<file path="src/rtl/apb_cmd_master.sv">
// Command-to-APB bridge: accepts one command, runs a single APB transfer
// (with optional ACCESS-phase timeout) and returns a held response.
module apb_cmd_master #(
  parameter int unsigned AW      = 12,
  parameter int unsigned TIMEOUT = 255,
  parameter int unsigned TOW     = 8
) (
  input  logic          clk,
  input  logic          reset,
  input  logic          cmd_valid,
  output logic          cmd_ready,
  input  logic          cmd_write,
  input  logic [AW-1:0] cmd_addr,
  input  logic [31:0]   cmd_wdata,
  input  logic [3:0]    cmd_strb,
  input  logic [2:0]    cmd_prot,
  output logic          rsp_valid,
  input  logic          rsp_ready,
  output logic [31:0]   rsp_rdata,
  output logic          rsp_err,
  output logic          rsp_timeout,
  output logic [AW-1:0] PADDR,
  output logic          PSEL,
  output logic          PENABLE,
  output logic          PWRITE,
  output logic [3:0]    PSTRB,
  output logic [2:0]    PPROT,
  output logic [31:0]   PWDATA,
  output logic          APBACTIVE,
  input  logic [31:0]   PRDATA,
  input  logic          PREADY,
  input  logic          PSLVERR
);

  typedef enum logic [1:0] {
    IDLE   = 2'd0,
    SETUP  = 2'd1,
    ACCESS = 2'd2,
    RESP   = 2'd3
  } state_t;

  localparam bit             TMO_EN   = (TIMEOUT != 32'd0);
  localparam logic [TOW-1:0] TMO_LAST = TOW'((TIMEOUT == 32'd0) ? 32'd0 : TIMEOUT - 32'd1);
  localparam logic [TOW-1:0] CNT_MAX  = {TOW{1'b1}};

  state_t          state_r;
  logic [TOW-1:0]  tmo_cnt_r;
  logic            psel_r;
  logic            penable_r;
  logic            pwrite_r;
  logic [AW-1:0]   paddr_r;
  logic [3:0]      pstrb_r;
  logic [2:0]      pprot_r;
  logic [31:0]     pwdata_r;
  logic            rsp_valid_r;
  logic [31:0]     rsp_rdata_r;
  logic            rsp_err_r;
  logic            rsp_timeout_r;
  logic            tmo_hit_s;

  // Abort fires on the last permitted wait cycle; PREADY in that cycle still wins.
  assign tmo_hit_s = TMO_EN && (state_r == ACCESS) && !PREADY && (tmo_cnt_r == TMO_LAST);

  assign cmd_ready   = (state_r == IDLE) && !reset;
  assign APBACTIVE   = (state_r != IDLE) || cmd_valid;
  assign PSEL        = psel_r;
  assign PENABLE     = penable_r;
  assign PWRITE      = pwrite_r;
  assign PADDR       = paddr_r;
  assign PSTRB       = pstrb_r;
  assign PPROT       = pprot_r;
  assign PWDATA      = pwdata_r;
  assign rsp_valid   = rsp_valid_r;
  assign rsp_rdata   = rsp_rdata_r;
  assign rsp_err     = rsp_err_r;
  assign rsp_timeout = rsp_timeout_r;

  // Transfer FSM with captured command fields, timeout counter and response registers.
  always_ff @(posedge clk or posedge reset) begin
    if (reset) begin
      state_r       <= IDLE;
      tmo_cnt_r     <= '0;
      psel_r        <= 1'b0;
      penable_r     <= 1'b0;
      pwrite_r      <= 1'b0;
      paddr_r       <= '0;
      pstrb_r       <= 4'b0000;
      pprot_r       <= 3'b000;
      pwdata_r      <= 32'h0000_0000;
      rsp_valid_r   <= 1'b0;
      rsp_rdata_r   <= 32'h0000_0000;
      rsp_err_r     <= 1'b0;
      rsp_timeout_r <= 1'b0;
    end else begin
      case (state_r)
        IDLE: begin
          if (cmd_valid) begin
            pwrite_r <= cmd_write;
            paddr_r  <= cmd_addr;
            pstrb_r  <= cmd_write ? cmd_strb : 4'b0000;
            pprot_r  <= cmd_prot;
            pwdata_r <= cmd_wdata;
            psel_r   <= 1'b1;
            state_r  <= SETUP;
          end
        end
        SETUP: begin
          penable_r <= 1'b1;
          tmo_cnt_r <= '0;
          state_r   <= ACCESS;
        end
        ACCESS: begin
          if (PREADY) begin
            rsp_rdata_r   <= pwrite_r ? 32'h0000_0000 : PRDATA;
            rsp_err_r     <= PSLVERR;
            rsp_timeout_r <= 1'b0;
            rsp_valid_r   <= 1'b1;
            psel_r        <= 1'b0;
            penable_r     <= 1'b0;
            state_r       <= RESP;
          end else if (tmo_hit_s) begin
            rsp_rdata_r   <= 32'h0000_0000;
            rsp_err_r     <= 1'b1;
            rsp_timeout_r <= 1'b1;
            rsp_valid_r   <= 1'b1;
            psel_r        <= 1'b0;
            penable_r     <= 1'b0;
            state_r       <= RESP;
          end else if (tmo_cnt_r != CNT_MAX) begin
            tmo_cnt_r <= tmo_cnt_r + TOW'(1);
          end
        end
        RESP: begin
          if (rsp_ready) begin
            rsp_valid_r <= 1'b0;
            state_r     <= IDLE;
          end
        end
        default: begin
          psel_r      <= 1'b0;
          penable_r   <= 1'b0;
          rsp_valid_r <= 1'b0;
          state_r     <= IDLE;
        end
      endcase
    end
  end

endmodule

</file>
<file path="config.mk">
export PLATFORM = sky130hd
export DESIGN_NAME = apb_cmd_master
export DESIGN_NICKNAME = d
export VERILOG_FILES = /design/src/rtl/apb_cmd_master.sv
export SDC_FILE = /design/constraint.sdc
export NUM_CORES = 1
export LEC_CHECK = 0
export CAP_MARGIN = 20
export CORE_UTILIZATION = 41
export CTS_CLUSTER_DIAMETER = 60
export DETAILED_ROUTE_END_ITERATION = 7
export PLACE_DENSITY = 0.78
export SYNTH_ARGS = -nofsm -noshare
export SYNTH_HDL_FRONTEND = slang
export SYNTH_SLANG_ARGS = --single-unit
</file>
<file path="constraint.sdc">
create_clock -name clk -period 4.1 [get_ports clk]
set_input_delay 0.615 -clock clk [delete_from_list [all_inputs] [get_ports clk]]
set_output_delay 0.615 -clock clk [all_outputs]
set_load 0.05 [all_outputs]
</file>
==> impl_results.md, run 1 <==
* TNS Setup at 0 ns
* ANT cells at 0
* Top FF cell, synth: dfrtp_1
* Async SR Flop Fraction at 1.00
* Reg2reg start: state_r[0]$_DFFE_PP0P_
* CTS max path bufs at 2
* Total GRT Usage at 0.198
* Hold Path Class: reg -> reg
* Area after DPL at 5860 sq um
* Pin count of the biggest net entering global routing at 62
* Sink Count at 99
* Clock-pin slew on the worst setup and hold paths at 0.10 ns
* I/O Pins at 181
* Post_cts resized at 0
* Maximum vdd ir drop at 0.479 mV
* CP top delay family: buffers and inverters
* Net count, final at 558
* Synth top area share at 0.629
* Finished Core Util at 0.653
* Post-route ant nets at 0
* Reg2reg setup slack at 1.77 ns
* CTS tree: done
* FF-to-FF path depth at 6
* Reg2Reg Capture Point: rsp_rdata[26]$_DFFE_PP0P_
* Area growth, synth to finish at 54.0%
* Post-CTS Setup Inserts at 0
* Layout cell share with drive strength beyond 1 at 0.161
* Pwr/cell area at 926 nW/um^2
* PortBufs at 180
* Crit Path Class: reg -> out
* Most frequent cells after synthesis: 99 x dfrtp_1, 49 x mux2_2, 33 x a22o_1, 16 x nand2_1
* Worst Hold End: PSTRB[1]$_DFFE_PP0P_
* Site row count at 35
* Final instance area at 6060 sq um
* WP data required at 3.48 ns
* Syn Area/Cell at 14.1 sq um
* Via count at 2950
* Final WL at 9570 microns
* Grt total ovfl at 0
* Crit path capture type: primary output
* CP max stage cell: clkdlybuf4s50_1
* Final Hold Vio Count at 0
* CTS H-Tree Depth at 3
* Hold Crit Depth at 2
* Register area share after synthesis at 0.629
* HP Start: PSTRB[1]$_DFFE_PP0P_
* Fmax at 363 MHz
* DRT iter0 DRCs at 78
* Setup crit start kind: register
* Die Wd at 100 microns
* Yosys reg bits at 99
* Placeable Area at 9280 sq um
* Syn_nets at 376
* Initial Util at 0.424
* Post-synth EDFFs at 0
* First-pass GRT wire length at 15500 microns
* Post-route clock period utilization at 0.672
* Die height at 100 microns
* Max cap viols at 0
* Cell chain of the critical path: inv_1 -> ha_1 -> nor2b_1 -> clkdlybuf4s50_1
* Lkg Pwr at 2.59 nW
* First-pass iteration count of the detailed router at 4
* Worst path max stage delay at 0.82 ns
* Yosys warning count at 0
* Min Tclk post-route at 2.75 ns
* Cts hold-fix bufs at 0
* Outcome: finished clean
* CP max FO at 4
* Routed len/inst at 16.1 microns
* Die area at 10000 sq um
* Root buf cell: clkbuf_8
* Detailed Place HPWL at 6950 microns
* Top post-synthesis cells by area: dfrtp_1 63%, mux2_2 14%, a22o_1 7.3%, ha_1 2.2%, nand2_1 1.5%
* Leading area contributor after synthesis: dfrtp_1
* Initial antenna violation count at 0
* DR DRC count at 0
* Vias per inst at 4.96
* Most common cell in the synthesized netlist: dfrtp_1
* Post-Synthesis Cells at 279
* Slew @ Worst Pin at 0.831 ns
* Yosys cell types at 34
* Worst path buffer plus inverter count at 2
* RSZ-0062 raised after global routing: no
* Data arrival time of the worst path at 2.14 ns
* Number of buffers created by CTS at 9
* Vias in the first global route at 3107
* Synth Cell Area at 3940 sq um
* Slew headroom at 0.444
* Final clock skew at 0.0193 ns
* Setup violators final at 0
* Worst-skew pair later-pin latency at 0.35 ns
* GPL Wtd Cong at 0.856
* Final Max Slew Viols at 0
## state kept, by name, indices dropped and copies added, names as in the netlist, 2 cells and up
name and flops:
tmo_cnt_r 8, state_r 2, PSTRB 4, PADDR 12, rsp_rdata 32, PPROT 3, PWDATA 32
## how the worst max path moves through the flow
stage / from / endpoint / slack (ns) / depth (start not counted)
global placement: cmd_valid / APBACTIVE / 1.37 / 3
CTS: state_r[0]$_DFFE_PP0P_ / cmd_ready / 1.31 / 4
detailed placement: cmd_valid / APBACTIVE / 1.37 / 3
global route: state_r[0]$_DFFE_PP0P_ / cmd_ready / 1.23 / 4
floorplan: reset / PADDR[0]$_DFFE_PP0P_ / 0.89 / 1
finish: state_r[0]$_DFFE_PP0P_ / cmd_ready / 1.35 / 4
## cell usage in the layout (no fill, tap or decap), drive strengths merged, types with 2 or more instances in the layout
| cell type | instances |
|---|---|
| buf | 4 |
| a31oi | 4 |
| clkdlybuf4s50 | 180 |
| o31ai | 4 |
| nand2b | 2 |
| a21oi | 3 |
| nand4 | 2 |
| clkbuf | 11 |
| nor3 | 2 |
| clkinv | 2 |
| nand2 | 17 |
| o211ai | 2 |
| ha | 7 |
| mux2 | 49 |
| inv | 8 |
| nand3 | 4 |
| nor2 | 7 |
| a22o | 33 |
| o21ai | 6 |
| o311ai | 4 |
| dfrtp | 99 |
| nor2b | 3 |
## kinds of logic after synthesis
kind of cell    count (synthesis)  share of synthesized area
flops                          99                      0.629
compound gates                 62                      0.125
mux                            50                      0.143
simple gates                   41                     0.0540
buf+inv                        20                     0.0264
fa+ha+maj                       7                     0.0222
## final cells by class
class,instances,area [sq um]
repair buffers,184,1830
fillers,720,3220
inverters,7,28.8
well taps,129,161
flip-flops and latches,99,2480
multi-input cells,160,1360
clock inverters,5,60.1
clock buffers,11,141
## per-layer routing
layer | up-vias | share of wire | GRT usage
met2 | 115 | 0.50 | 0.346
met4 | 0 | 0.0071 | 0.0569
met5 | - | 0 | 0
met1 | 1447 | 0.43 | 0.251
met3 | 4 | 0.060 | 0.0383
li1 | 1384 | - | -
## metrics by stage
step	total power, mW	worst slack (ns)	hold WS, ns	std cells
final	5.61	1.35	0.483	595
after global routing	5.88	1.23	0.522	595
after CTS	5.66	1.31	0.491	595
after detailed placement	5.01	1.37	0.471	579
after global placement	4.95	1.37	0.466	579
after floorplan	3.88	0.895	0.475	279
## worst reg2reg max path: stages, from the launching register on
cell and delay [ns]:
dfrtp_1 0.43, inv_1 0.12, ha_1 0.46, nand2_1 0.19
nor2_2 0.53, buf_4 0.35, a22o_1 0.18
## report_power, final
part           internal, mW  switching [mW]  total (mW)
Combinational          1.22            2.09        3.31
Clock                 0.302           0.332       0.634
Sequential             1.42           0.250        1.67
Total                  2.94            2.67        5.61
(Power assumes the default switching activity.)
==> run 2: changes to the inputs <==
==> constraint.sdc (replaced) <==
create_clock -name clk -period 2.6 [get_ports clk]
set_input_delay 0.39 -clock clk [delete_from_list [all_inputs] [get_ports clk]]
set_output_delay 0.39 -clock clk [all_outputs]
set_load 0.05 [all_outputs]
==> run 2 against run 1 <==
Utilization grew 0.23 points. Non-clock buffer count is the same. Worst hold slack gained 0.020 ns. Highest routed layer unchanged.
==> impl_results.md, run 2 (same netlist as run 1, synthesis figures left out) <==
* Final Hold Vio Count at 0
* Layout cell share with drive strength beyond 1 at 0.163
* Post-route clock period utilization at 0.951
* PortBufs at 180
* Grt total ovfl at 0
* Final WL at 9400 microns
* Crit Path Class: reg -> out
* Post_cts resized at 0
* Die height at 100 microns
* HP Start: rsp_rdata[25]$_DFFE_PP0P_
* Sink Count at 99
* Reg2Reg Capture Point: tmo_cnt_r[4]$_DFFE_PP0P_
* RSZ-0062 raised after global routing: no
* Hold Crit Depth at 1
* DR DRC count at 0
* Setup crit start kind: register
* Final Max Slew Viols at 0
* Max cap viols at 0
* Power share of the combinational group at 0.592
* Final clock skew at 0.0174 ns
* Routed len/inst at 15.8 microns
* Slew @ Worst Pin at 0.551 ns
* Setup violators final at 0
* Post-place setup slack at 0.425 ns
* ANT cells at 0
* Sw frac at 0.477
* WP data required at 2.21 ns
* Sequential Power Share at 0.296
* Clock-pin slew on the worst setup and hold paths at 0.09 ns
* Total GRT Usage at 0.190
* Clock network power share at 0.112
* Reg2reg start: state_r[0]$_DFFE_PP0P_
* Final WS setup at 0.128 ns
* TNS Setup at 0 ns
* Post-CTS Setup Inserts at 0
* Worst-skew pair later-pin latency at 0.35 ns
* Root buf cell: clkbuf_8
* Area growth, synth to finish at 54.5%
* Pwr/cell area at 1460 nW/um^2
* Post-route ant nets at 0
* Placeable Area at 9280 sq um
* First-pass GRT wire length at 14800 microns
* Fmax at 404 MHz
* Final cell count without fillers at 594
* FF-to-FF path depth at 6
* Lkg Pwr at 2.59 nW
* Maximum vdd ir drop at 0.817 mV
* Crit path capture type: primary output
* Detailed Place HPWL at 6610 microns
* First-pass iteration count of the detailed router at 5
* Data arrival time of the worst path at 2.08 ns
* Cts hold-fix bufs at 0
* Switch Pwr at 4.23 mW
* I/O Pins at 181
* GPL Wtd Cong at 0.820
* Total Power at 8.87 mW
* Initial Util at 0.424
* Min Tclk post-route at 2.47 ns
* DRT iter0 DRCs at 80
* Die area at 10000 sq um
* Worst Hold End: rsp_rdata[25]$_DFFE_PP0P_
* Hold Path Class: reg -> reg
* CTS tree: done
* Placed cell count at 579
* Die Wd at 100 microns
* Number of buffers created by CTS at 9
* Site row count at 35
* Most frequent cells in the layout: 179 x clkdlybuf4s50_1, 99 x dfrtp_1, 49 x mux2_2, 33 x a22o_1, 15 x nand2_1
* Reg2reg setup slack at 0.52 ns
* CTS max path bufs at 2
* Slew headroom at 0.631
* Outcome: finished clean
* Via count at 2972
* Pin count of the biggest net entering global routing at 100
* Vias per inst at 5.00
* Most common cell after layout, fill and taps aside: clkdlybuf4s50_1
* Internal power at 4.64 mW
* CTS H-Tree Depth at 3
* CP max FO at 4
* Initial antenna violation count at 0
* Vias in the first global route at 3054
* Net count, final at 558
-- run 2: cell types whose count changed in the layout (fill, tap and decap cells not counted), sizes merged --
| cell | change |
|---|---|
| buf | +1 |
| clkinvlp | +3 |
| clkdlybuf4s50 | -1 |
| clkinv | -2 |
| inv | -1 |
| clkbuf | -1 |
-- run 2: power groups by stage --
stage	Clock (mW)	Combinational [mW]	Sequential [mW]
finish	0.995	5.25	2.62
global route	1.09	5.48	2.71
CTS	1.03	5.30	2.63
detailed placement	0	5.29	2.64
global placement	0	5.22	2.62
floorplan	0	1.17	4.95
-- run 2: worst max-delay path by stage --
stage                           startpoint                endpoint  slack (ns)  cells after the start
CTS                 state_r[0]$_DFFE_PP0P_               cmd_ready        0.10                      4
finish              state_r[0]$_DFFE_PP0P_               cmd_ready        0.13                      4
detailed placement                   reset               cmd_ready        0.42                      3
floorplan           state_r[0]$_DFFE_PP0P_  state_r[1]$_DFFE_PP0P_        0.66                      6
global placement                     reset               cmd_ready        0.43                      3
global route        state_r[1]$_DFFE_PP0P_               cmd_ready        0.02                      4
-- run 2: final cells by class --
cell class | count | area (sq um)
Fill cell | 724 | 3200
Sequential cell | 99 | 2480
Timing Repair Buffer | 184 | 1850
Multi-Input combinational cell | 160 | 1360
Tap cell | 129 | 161
Clock buffer | 10 | 138
Clock inverter | 5 | 61.3
Inverter | 7 | 30.0
-- run 2: through the flow --
stage                     hold WS [ns]  cell area (sq um)  utilization
after detailed placement         0.477               5880        0.634
after CTS                        0.496               6080        0.655
after global placement           0.462               5880        0.634
final                            0.503               6080        0.655
after global routing             0.508               6080        0.655
after floorplan                  0.475               3940            -
-- run 2: metal layers --
layer  track usage  share of wire  up-vias
met3        0.0467          0.066       15
met2         0.319           0.48      138
met5             0              0        -
met1         0.235           0.43     1433
met4        0.0792          0.021        0
li1              -              -     1386
-- run 2: worst max-delay path, cell delays in order, from the launching register on --
cell	delay, ns
dfrtp_1	0.42
inv_1	0.12
ha_1	0.24
nor2b_1	0.15
clkdlybuf4s50_1	0.80
